[src/rtl/instr_stream_encoder_if.sv]
// Instruction-in handshake plus IMEM write port of instr_stream_encoder.
// The slave modport is the encoder side; the master modport is the instruction source / IMEM side.
interface instr_stream_encoder_if #(
  parameter int ADDR_W = 8
);
  logic              in_valid;
  logic              in_ready;
  logic [4:0]        in_kind;
  logic [4:0]        in_rd;
  logic [4:0]        in_rs;
  logic [4:0]        in_rt;
  logic [4:0]        in_shamt;
  logic [31:0]       in_imm;
  logic              in_last;
  logic              mem_we;
  logic [ADDR_W-1:0] mem_addr;
  logic [31:0]       mem_wdata;

  modport master (
    output in_valid, in_kind, in_rd, in_rs, in_rt, in_shamt, in_imm, in_last,
    input  in_ready, mem_we, mem_addr, mem_wdata
  );

  modport slave (
    input  in_valid, in_kind, in_rd, in_rs, in_rt, in_shamt, in_imm, in_last,
    output in_ready, mem_we, mem_addr, mem_wdata
  );
endinterface

[src/rtl/instr_stream_encoder.sv]
// Packs mnemonic-level fields into 32-bit MIPS words and writes them to IMEM at an auto-incrementing address.
// Optional build macro INSTR_ENC_LI_EN: kind 27 (LI rt,imm32) expands to LUI + ORI; otherwise kind 27 is illegal.
//
// state  | meaning
// S_RUN  | accepting instructions, one IMEM write per legal accept
// S_LI2  | emitting the ORI half of an LI (LI build only)
// S_FULL | all DEPTH slots written; left only by rst
module instr_stream_encoder #(
  parameter int ADDR_W    = 8,
  parameter int BASE_ADDR = 0,
  parameter int DEPTH     = 256
) (
  input  logic                  clk,
  input  logic                  rst,
  instr_stream_encoder_if.slave bus,
  output logic                  full,
  output logic                  done,
  output logic                  err
);

  // Encodings match controller_constants.vh so encode and decode agree.
  localparam logic [5:0] OP_RTYPE = 6'h00, OP_REGIMM = 6'h01, OP_J    = 6'h02, OP_JAL  = 6'h03;
  localparam logic [5:0] OP_BEQ   = 6'h04, OP_BNE    = 6'h05, OP_BGTZ = 6'h07, OP_ADDI = 6'h08;
  localparam logic [5:0] OP_ADDIU = 6'h09, OP_SLTI   = 6'h0A, OP_ANDI = 6'h0C, OP_ORI  = 6'h0D;
  localparam logic [5:0] OP_LUI   = 6'h0F, OP_LW     = 6'h23, OP_SW   = 6'h2B;

  localparam logic [5:0] FN_SLL = 6'h00, FN_SRL  = 6'h02, FN_SRA = 6'h03, FN_JR  = 6'h08;
  localparam logic [5:0] FN_ADD = 6'h20, FN_ADDU = 6'h21, FN_SUB = 6'h22, FN_SUBU = 6'h23;
  localparam logic [5:0] FN_AND = 6'h24, FN_OR   = 6'h25, FN_NOR = 6'h27, FN_SLT  = 6'h2A;

  localparam logic [4:0] K_NOP  = 5'd0,  K_ADD  = 5'd1,  K_ADDU  = 5'd2,  K_SUB  = 5'd3;
  localparam logic [4:0] K_SUBU = 5'd4,  K_AND  = 5'd5,  K_OR    = 5'd6,  K_NOR  = 5'd7;
  localparam logic [4:0] K_SLT  = 5'd8,  K_SLL  = 5'd9,  K_SRL   = 5'd10, K_SRA  = 5'd11;
  localparam logic [4:0] K_JR   = 5'd12, K_ADDI = 5'd13, K_ADDIU = 5'd14, K_ANDI = 5'd15;
  localparam logic [4:0] K_ORI  = 5'd16, K_SLTI = 5'd17, K_LUI   = 5'd18, K_LW   = 5'd19;
  localparam logic [4:0] K_SW   = 5'd20, K_BEQ  = 5'd21, K_BNE   = 5'd22, K_BGTZ = 5'd23;
  localparam logic [4:0] K_BGEZ = 5'd24, K_J    = 5'd25, K_JAL   = 5'd26, K_LI   = 5'd27;

  localparam logic [ADDR_W-1:0] BASE      = ADDR_W'(BASE_ADDR);
  localparam logic [ADDR_W-1:0] LAST_ADDR = ADDR_W'(BASE_ADDR + DEPTH - 1);

  typedef enum logic [1:0] {
    S_RUN  = 2'd0,
    S_FULL = 2'd1
`ifdef INSTR_ENC_LI_EN
    , S_LI2 = 2'd2
`endif
  } state_t;

  state_t            state, state_n;
  logic [ADDR_W-1:0] ptr;
  logic              ptr_last;
  logic              ready, accept, kind_li;
  logic              enc_legal;
  logic [31:0]       enc_word, r_base;
  logic              wr_en, wr_last, done_set, done_pend;
  logic [31:0]       wr_data;

  function automatic logic [31:0] itype(input logic [5:0] op, input logic [4:0] rs, input logic [4:0] rt,
                                        input logic [15:0] imm);
    return {op, rs, rt, imm};
  endfunction

  assign ptr_last = (ptr == LAST_ADDR);
  assign r_base   = {OP_RTYPE, bus.in_rs, bus.in_rt, bus.in_rd, bus.in_shamt, 6'd0};

`ifdef INSTR_ENC_LI_EN
  logic [4:0]  li_rt;
  logic [15:0] li_lo;
  logic        li_last;
  assign kind_li = (bus.in_kind == K_LI);
`else
  logic unused_imm_hi;
  assign kind_li       = 1'b0;
  assign unused_imm_hi = ^bus.in_imm[31:26];
`endif

  // An LI offered with only one free slot is held off rather than split.
  assign ready        = !rst && (state == S_RUN) && !(kind_li && ptr_last);
  assign accept       = bus.in_valid && ready;
  assign bus.in_ready = ready;

  always_comb begin
    enc_legal = 1'b1;
    enc_word  = '0;
    case (bus.in_kind)
      K_NOP:   enc_word = '0;
      K_ADD:   enc_word = r_base | {26'd0, FN_ADD};
      K_ADDU:  enc_word = r_base | {26'd0, FN_ADDU};
      K_SUB:   enc_word = r_base | {26'd0, FN_SUB};
      K_SUBU:  enc_word = r_base | {26'd0, FN_SUBU};
      K_AND:   enc_word = r_base | {26'd0, FN_AND};
      K_OR:    enc_word = r_base | {26'd0, FN_OR};
      K_NOR:   enc_word = r_base | {26'd0, FN_NOR};
      K_SLT:   enc_word = r_base | {26'd0, FN_SLT};
      K_SLL:   enc_word = r_base | {26'd0, FN_SLL};
      K_SRL:   enc_word = r_base | {26'd0, FN_SRL};
      K_SRA:   enc_word = r_base | {26'd0, FN_SRA};
      K_JR:    enc_word = {OP_RTYPE, bus.in_rs, 15'd0, FN_JR};
      K_ADDI:  enc_word = itype(OP_ADDI, bus.in_rs, bus.in_rt, bus.in_imm[15:0]);
      K_ADDIU: enc_word = itype(OP_ADDIU, bus.in_rs, bus.in_rt, bus.in_imm[15:0]);
      K_ANDI:  enc_word = itype(OP_ANDI, bus.in_rs, bus.in_rt, bus.in_imm[15:0]);
      K_ORI:   enc_word = itype(OP_ORI, bus.in_rs, bus.in_rt, bus.in_imm[15:0]);
      K_SLTI:  enc_word = itype(OP_SLTI, bus.in_rs, bus.in_rt, bus.in_imm[15:0]);
      K_LUI:   enc_word = itype(OP_LUI, bus.in_rs, bus.in_rt, bus.in_imm[15:0]);
      K_LW:    enc_word = itype(OP_LW, bus.in_rs, bus.in_rt, bus.in_imm[15:0]);
      K_SW:    enc_word = itype(OP_SW, bus.in_rs, bus.in_rt, bus.in_imm[15:0]);
      K_BEQ:   enc_word = itype(OP_BEQ, bus.in_rs, bus.in_rt, bus.in_imm[15:0]);
      K_BNE:   enc_word = itype(OP_BNE, bus.in_rs, bus.in_rt, bus.in_imm[15:0]);
      K_BGTZ:  enc_word = itype(OP_BGTZ, bus.in_rs, 5'd0, bus.in_imm[15:0]);
      K_BGEZ:  enc_word = itype(OP_REGIMM, bus.in_rs, 5'd1, bus.in_imm[15:0]);
      K_J:     enc_word = {OP_J, bus.in_imm[25:0]};
      K_JAL:   enc_word = {OP_JAL, bus.in_imm[25:0]};
`ifdef INSTR_ENC_LI_EN
      K_LI:    enc_word = itype(OP_LUI, 5'd0, bus.in_rt, bus.in_imm[31:16]);
`endif
      default: enc_legal = 1'b0;
    endcase
  end

  always_ff @(posedge clk) begin
    if (rst) state <= S_RUN;
    else     state <= state_n;
  end

  always_comb begin
    state_n = state;
    case (state)
      S_RUN: begin
`ifdef INSTR_ENC_LI_EN
        if (accept && enc_legal && kind_li)       state_n = S_LI2;
        else if (accept && enc_legal && ptr_last) state_n = S_FULL;
`else
        if (accept && enc_legal && ptr_last) state_n = S_FULL;
`endif
      end
`ifdef INSTR_ENC_LI_EN
      S_LI2:   state_n = ptr_last ? S_FULL : S_RUN;
`endif
      S_FULL:  state_n = S_FULL;
      default: state_n = S_RUN;
    endcase
  end

  always_comb begin
    wr_en    = 1'b0;
    wr_data  = '0;
    wr_last  = 1'b0;
    done_set = 1'b0;
    case (state)
      S_RUN: begin
        wr_en    = accept && enc_legal;
        wr_data  = enc_word;
        wr_last  = bus.in_last && !kind_li;
        done_set = accept && bus.in_last && !kind_li;
      end
`ifdef INSTR_ENC_LI_EN
      S_LI2: begin
        wr_en    = 1'b1;
        wr_data  = itype(OP_ORI, li_rt, li_rt, li_lo);
        wr_last  = li_last;
        done_set = li_last;
      end
`endif
      default: ;
    endcase
  end

  always_ff @(posedge clk) begin
    if (rst) begin
      bus.mem_we    <= 1'b0;
      bus.mem_addr  <= BASE;
      bus.mem_wdata <= '0;
      ptr           <= BASE;
      full          <= 1'b0;
      done_pend     <= 1'b0;
      done          <= 1'b0;
      err           <= 1'b0;
    end else begin
      bus.mem_we <= wr_en;
      done_pend  <= done_set;
      done       <= done_pend;
      if (wr_en) begin
        bus.mem_addr  <= ptr;
        bus.mem_wdata <= wr_data;
        ptr           <= wr_last ? BASE : ptr + 1'b1;
        if (ptr_last) full <= 1'b1;
      end
      if (accept && !enc_legal) err <= 1'b1;
    end
  end

`ifdef INSTR_ENC_LI_EN
  always_ff @(posedge clk) begin
    if (rst) begin
      li_rt   <= '0;
      li_lo   <= '0;
      li_last <= 1'b0;
    end else if (accept && kind_li) begin
      li_rt   <= bus.in_rt;
      li_lo   <= bus.in_imm[15:0];
      li_last <= bus.in_last;
    end
  end
`endif

endmodule

[src/flat_wrapper.sv]
// flat-port wrapper written by rule: the top's interface ports become plain ports
module instr_stream_encoder_flat 
#(
  parameter int ADDR_W    = 8,
  parameter int BASE_ADDR = 0,
  parameter int DEPTH     = 256
)
  (clk, rst, full, done, err, bus_in_valid, bus_in_kind, bus_in_rd, bus_in_rs, bus_in_rt, bus_in_shamt, bus_in_imm, bus_in_last, bus_in_ready, bus_mem_we, bus_mem_addr, bus_mem_wdata);
  instr_stream_encoder_if #(.ADDR_W(ADDR_W)) bus_i ();
  input  logic clk;
  input  logic rst;
  output logic full;
  output logic done;
  output logic err;
  input wire logic [$bits(bus_i.in_valid)-1:0] bus_in_valid;
  input wire logic [$bits(bus_i.in_kind)-1:0] bus_in_kind;
  input wire logic [$bits(bus_i.in_rd)-1:0] bus_in_rd;
  input wire logic [$bits(bus_i.in_rs)-1:0] bus_in_rs;
  input wire logic [$bits(bus_i.in_rt)-1:0] bus_in_rt;
  input wire logic [$bits(bus_i.in_shamt)-1:0] bus_in_shamt;
  input wire logic [$bits(bus_i.in_imm)-1:0] bus_in_imm;
  input wire logic [$bits(bus_i.in_last)-1:0] bus_in_last;
  output wire logic [$bits(bus_i.in_ready)-1:0] bus_in_ready;
  output wire logic [$bits(bus_i.mem_we)-1:0] bus_mem_we;
  output wire logic [$bits(bus_i.mem_addr)-1:0] bus_mem_addr;
  output wire logic [$bits(bus_i.mem_wdata)-1:0] bus_mem_wdata;
  assign bus_i.in_valid = bus_in_valid;
  assign bus_i.in_kind = bus_in_kind;
  assign bus_i.in_rd = bus_in_rd;
  assign bus_i.in_rs = bus_in_rs;
  assign bus_i.in_rt = bus_in_rt;
  assign bus_i.in_shamt = bus_in_shamt;
  assign bus_i.in_imm = bus_in_imm;
  assign bus_i.in_last = bus_in_last;
  assign bus_in_ready = bus_i.in_ready;
  assign bus_mem_we = bus_i.mem_we;
  assign bus_mem_addr = bus_i.mem_addr;
  assign bus_mem_wdata = bus_i.mem_wdata;
  instr_stream_encoder #(.ADDR_W(ADDR_W), .BASE_ADDR(BASE_ADDR), .DEPTH(DEPTH)) u_core (.clk(clk), .rst(rst), .bus(bus_i), .full(full), .done(done), .err(err));
endmodule
[config.mk]
export PLATFORM = sky130hd
export DESIGN_NAME = instr_stream_encoder_flat
export DESIGN_NICKNAME = d
export VERILOG_FILES = /design/src/rtl/instr_stream_encoder_if.sv /design/src/rtl/instr_stream_encoder.sv /design/src/flat_wrapper.sv
export SDC_FILE = /design/constraint.sdc
export NUM_CORES = 1
export LEC_CHECK = 0
export BUFFER_PORTS_ARGS = -buffer_cell sky130_fd_sc_hd__buf_4
export CAP_MARGIN = 20
export CORE_UTILIZATION = 40
export DETAILED_ROUTE_END_ITERATION = 10
export PLACE_DENSITY = 0.76
export SLEW_MARGIN = 0
export SYNTH_ARGS = -nofsm -noshare
export SYNTH_HDL_FRONTEND = slang
export SYNTH_SLANG_ARGS = --single-unit
[constraint.sdc]
create_clock -name clk -period 2.7 [get_ports clk]
set_input_delay 0.54 -clock clk [delete_from_list [all_inputs] [get_ports clk]]
set_output_delay 0.54 -clock clk [all_outputs]
set_load 0.005 [all_outputs]
# Word level (Yosys, flattened, before mapping)
# Index checks and enable logic that the tools add are counted.
word_totals:
  wordCells: 61
  out_inout_bits: 45
  reg_bits: 55
classes:
  muxes: 8
  n_eq_ne: 29
  add_sub_neg: 1
  n_reduce_logical: 13
  n_bitwise: 1
op_table:
  columns: ["cell", "n"]
  rows:
  - ["case mux 32 bit (26 select lines)", 1]
  - ["equality test 5 bit, second input constant", 11]
  - ["equality test 5 x 4 -> 1 bit, second input constant", 8]
  - ["2-to-1 mux 32 bit", 1]
  - ["OR reduction 27 bit", 1]
  - ["equality test 5 x 3 -> 1 bit, second input constant", 4]
  - ["equality test 5 x 2 -> 1 bit, second input constant", 2]
  - ["adder 8 x 1 -> 8 bit, second input constant", 1]
  - ["equality test 8 bit, second input constant", 1]
  - ["2-to-1 mux 8 bit", 1]
  - ["logical AND 1 bit", 6]
  - ["equality test 5 x 1 -> 1 bit, second input constant", 1]
  - ["zero test 5 bit", 1]
  - ["case mux 2 bit (2 select lines)", 1]
  - ["2-to-1 mux 1 bit", 3]
  - ["equality test 2 x 1 -> 1 bit, second input constant", 1]
  - ["zero test 1 bit", 2]
  - ["zero test 2 bit", 1]
  - ["2-to-1 mux 2 bit", 1]
  - ["inequality test 2 bit, second input constant", 1]
  - ["AND reduction 2 bit", 1]
  - ["OR reduction 2 bit", 1]
  - ["NOT 1 bit", 1]

# Longest topological paths before layout
depth:
  depth_word: 7
  mapped_depth: 8

# Worst setup path after synthesis
# Ideal clock, no wire load.
synth_timing:
  kind: "input-to-reg"
  start: "input bus_in_kind[2]"
  end: "register u_core.bus.mem_wdata[2]"
  arrival_ps: 1958
  setup_time_ps: 70
  setup_slack_ps: 671
  required_time_ps: 2630
  stages: 7
  cell_sequence: "buf_2 a21oi_4 o21ai_2 or2_1 buf_2 or4_1 a21oi_1"
synth_between:
  elab_chain_cells: 5
  elab_cells_between_ends: 33
synth_rtl:
  columns: ["element", "line_no", "text"]
  rows:
  - ["start, declared", "flat_wrapper.sv:16", "input wire logic [$bits(bus_i.in_kind)-1:0] bus_in_kind;"]
  - ["equality test 5 x 1 -> 1 bit, or another cell as far along", "instr_stream_encoder.sv:86", "case (bus.in_kind)"]
  - ["OR reduction 27 bit (no source line)", null, null]
  - ["2-to-1 mux 1 bit", "instr_stream_encoder.sv:86", null]
  - ["logical AND 1 bit", "instr_stream_encoder.sv:152", "wr_en = accept && enc_legal;"]
  - ["2-to-1 mux 1 bit", "instr_stream_encoder.sv:150", "case (state)"]
  - ["end signal, assigned", "instr_stream_encoder.sv:185", "bus.mem_wdata <= wr_data;"]
  - ["end, declared", "instr_stream_encoder_if.sv:26", "output in_ready, mem_we, mem_addr, mem_wdata"]
# Several ways; a longest one is shown, not always the timed one.
# A chain may end at the register's enable or synchronous reset.

# Worst setup path after layout
layout_timing:
  start: "input rst"
  end: "register u_core.bus.mem_wdata[2]"
layout_between:
  elab_chain_cells: 5
layout_rtl:
  columns: ["element", "line_no", "text"]
  rows:
  - ["start, declared", "flat_wrapper.sv:11", "input logic rst;"]
  - ["zero test 1 bit", "instr_stream_encoder.sv:79", "assign ready = !rst && (state == S_RUN) && !(kind_li && ptr_last);"]
  - ["logical AND 1 bit", "instr_stream_encoder.sv:79", null]
  - ["logical AND 1 bit", "instr_stream_encoder.sv:80", "assign accept = bus.in_valid && ready;"]
  - ["logical AND 1 bit", "instr_stream_encoder.sv:152", null]
  - ["2-to-1 mux 1 bit", "instr_stream_encoder.sv:150", null]
# Several ways; a longest one is shown, not always the timed one.

==> metrics.md <==
| Metric | Value |
|---|---|
| Status | `finished clean` |
| Routed WL | `6.51 mm` |
| Least-Margin Pin Slew | `767 ps` |
| Fraction of layout cells with a size suffix above 1 | `0.315` |
| Die height | `79.8 um` |
| Endpoint class of the critical path | `flop` |
| MaxCap Viol Count | `0` |
| Largest cells by area after synthesis | `dfxtp_1, o2bb2ai_1, a21oi_1` |
| CP Class | `input port to flop` |
| CTS tree | `built` |
| Leak Pwr | `1.42 nW` |
| Synth Net Count | `342` |
| CTS clk-pin slew, worst paths | `100 ps` |
| Sw power | `0.413 mW` |
| First-pass GRT wire length | `10.4 mm` |
| Seq/Total Area, Yosys | `0.438` |
| Routed vias | `2428` |
| GRT Residual Overflow | `0` |
| Simple-gate portion of the synthesized area | `0.171` |
| Post-synth ARST share | `0` |
| Pre-Repair DR Iteration Count | `4` |
| Port Buffer Count | `98` |
| Worst EP required | `2930 ps` |
| # clock sinks | `53` |
| Synthesis Warnings | `0` |
| Placeable Area | `5680 um^2` |
| Total Routing Usage GR | `0.205` |
| Max-slew violation count | `0` |
| Post-Synth Adder-Cell Area | `0.00930` |
| H-tree lvl count | `2` |
| Crit Path Max Fanout | `25` |
| Minimum clock period | `1960 ps` |
| Detail Route Antenna Nets | `0` |
| Cell taking the most area after synthesis | `dfxtp_1` |
| Vias in the first global route | `2218` |
| Via-to-Cell Ratio | `5.47` |
| FP Rows | `27` |
| Sw Ratio | `0.238` |
| Critical path data arrival time | `2190 ps` |
| Setup violators final | `0` |
| CTS Hold Bufs | `0` |
| Initial antenna violation count | `0` |
| Fin nets | `433` |
| CTS Buf Count | `5` |
| P_int | `1.32 mW` |
| RSZ-0062 raised after global routing | `no` |
| Clock Tree Buf Depth | `2` |
| Fmax | `0.511 GHz` |
| Final period util | `0.724` |
| Cell variety after synth | `50` |
| Antenna Cells | `0` |
| Relative slew slack | `0.487` |
| Largest family of logic cells by synthesized area | `compound AO/OA/AOI/OAI gates` |
| I/O pins | `106` |
| Die Area | `6370 um^2` |
| Synth Instances | `280` |
| Post-synthesis compound-gate area fraction | `0.305` |
| Total power | `1.74 mW` |
| Die X | `79.8 um` |
| Reg power frac | `0.477` |
| Synth Area in XOR/XNOR | `0.0181` |
| Resized Gates After CTS | `0` |
| Comb pwr share | `0.161` |
| Max Clock Skew | `9.11 ps` |
| Power per Cell Area | `521 nW/um^2` |
| Clock power share | `0.361` |
| Gpl congestion | `0.853` |
| Worst vdd ir | `0.274 mV` |
| Startpoint Class | `input port` |
| Share of the synthesized area in the top cell type | `0.438` |
| Post-Syn Area | `2420 um^2` |
| Register bit total from synthesis | `53` |
| Area growth syn-to-layout | `37.6%` |
| Initial DRC count | `147` |
| Synth Flop Type | `dfxtp_1` |
| Syn Area/Cell | `8.65 um^2` |
| Worst Hold Class | `flop to flop` |
| Largest net degree at the start of global routing | `26` |
| Final Hold Viols | `0` |
| CTS root buf | `clkbuf_8` |
| Drt drc | `0` |
| WL/cell | `14.7 um` |
| Fraction of synthesized area in multiplexers | `0.00413` |
| Setup bufs post-CTS | `0` |
| Later-pin clock latency in the skew report | `310 ps` |
| Initial core utilization | `0.427` |
| Dpl hpwl | `4.55 mm` |
| Post-synth EDFFs | `0` |
| Setup TNS | `0 ps` |
-- cells by family after synthesis --
group	Yosys count
and+or+nand+nor	86
other	1
xor gates and xnor gates	5
muxes	1
AOI/OAI and AO/OA	104
buffers and inverters	28
adders and majority gates	2
DFF	53
-- path summary, 6_finish.rpt --
path	startpoint	end	cells after the start	slack [ps]
hold reg to reg	u_core.done_pend$_SDFF_PN0_	u_core.done$_SDFF_PP0_	1	450
setup / recovery	rst	u_core.bus.mem_wdata[2]$_SDFFE_PP0P_	6	740
hold / removal	u_core.done_pend$_SDFF_PN0_	u_core.done$_SDFF_PP0_	1	450
setup reg to reg	u_core.state[0]$_SDFFE_PP0P_	u_core.bus.mem_wdata[2]$_SDFFE_PP0P_	5	810
-- per-layer routing --
layer | up-vias | wire length [um] | track usage
met1 | 1119 | 2750 | 0.255
met2 | 93 | 3230 | 0.350
li1 | 1214 | - | -
met4 | 0 | 20 | 0.0536
met3 | 2 | 500 | 0.0514
met5 | - | 0 | 0
-- cells in the mapped netlist (4+ instances only) --
| cell type | count |
|---|---|
| clkbuf_1 | 12 |
| dfxtp_1 | 53 |
| a22oi_1 | 16 |
| o22ai_1 | 5 |
| a21oi_1 | 27 |
| and2_0 | 4 |
| and2_1 | 4 |
| a31oi_1 | 6 |
| o2bb2ai_1 | 16 |
| a221o_1 | 5 |
| nor2_1 | 18 |
| nand3_1 | 5 |
| a32o_1 | 5 |
| nand2_1 | 34 |
| inv_1 | 8 |
| o21ai_0 | 11 |
| nor3_1 | 5 |
-- worst max-delay path, stage by stage --
cell     delay (ps)
buf_4           200
nor3b_4         290
o21ai_2         170
or2_1           270
or4_1           540
a21oi_1         160
-- state kept, by name (all words and copies together) (netlist names) --
name	count
u_core.state	1
u_core.done_pend	1
u_core.full	1
u_core.bus.mem_we	1
u_core.done	1
u_core.bus.mem_addr	8
u_core.bus.mem_wdata	31
u_core.err	1
u_core.ptr	8
-- cell type report --
class	instances	area, um^2
clock buffer	5	68.8
timing repair buffer	104	781
tap	72	90.1
sequential	53	1060
multi-input combinational	199	1240
clock inverter	3	65.1
fill	522	2340
inverter	8	30.0
-- power by group through the flow --
stage	sequential [mW]	combinational (mW)	clock (mW)
finish	0.829	0.280	0.628
global route	0.833	0.308	0.669
CTS	0.829	0.279	0.640
detailed placement	0.845	0.278	0
global placement	0.846	0.273	0
floorplan	0.847	0.138	0
-- stage by stage --
stage	util	setup WS (ps)	hold slack [ps]	area, um^2	cells
after floorplan	-	671	414	2420	280
after global placement	0.562	493	428	3190	435
after detailed placement	0.562	401	431	3190	435
after CTS	0.586	730	450	3320	443
after global routing	0.587	601	451	3330	444
final	0.587	745	448	3330	444
-- cells in the final DEF, fill, tap and decap left out, types with 6 or more instances in the layout --
cell / Yosys / final
dfxtp_1: 53 / 53
o21ai_0: 11 / 11
a31oi_1: 6 / 6
nor2_1: 18 / 17
nand2_1: 34 / 34
buf_4: 1 / 103
a22oi_1: 16 / 16
a21oi_1: 27 / 27
o2bb2ai_1: 16 / 16
inv_1: 8 / 8
Power figures use the tool's default switching activity.
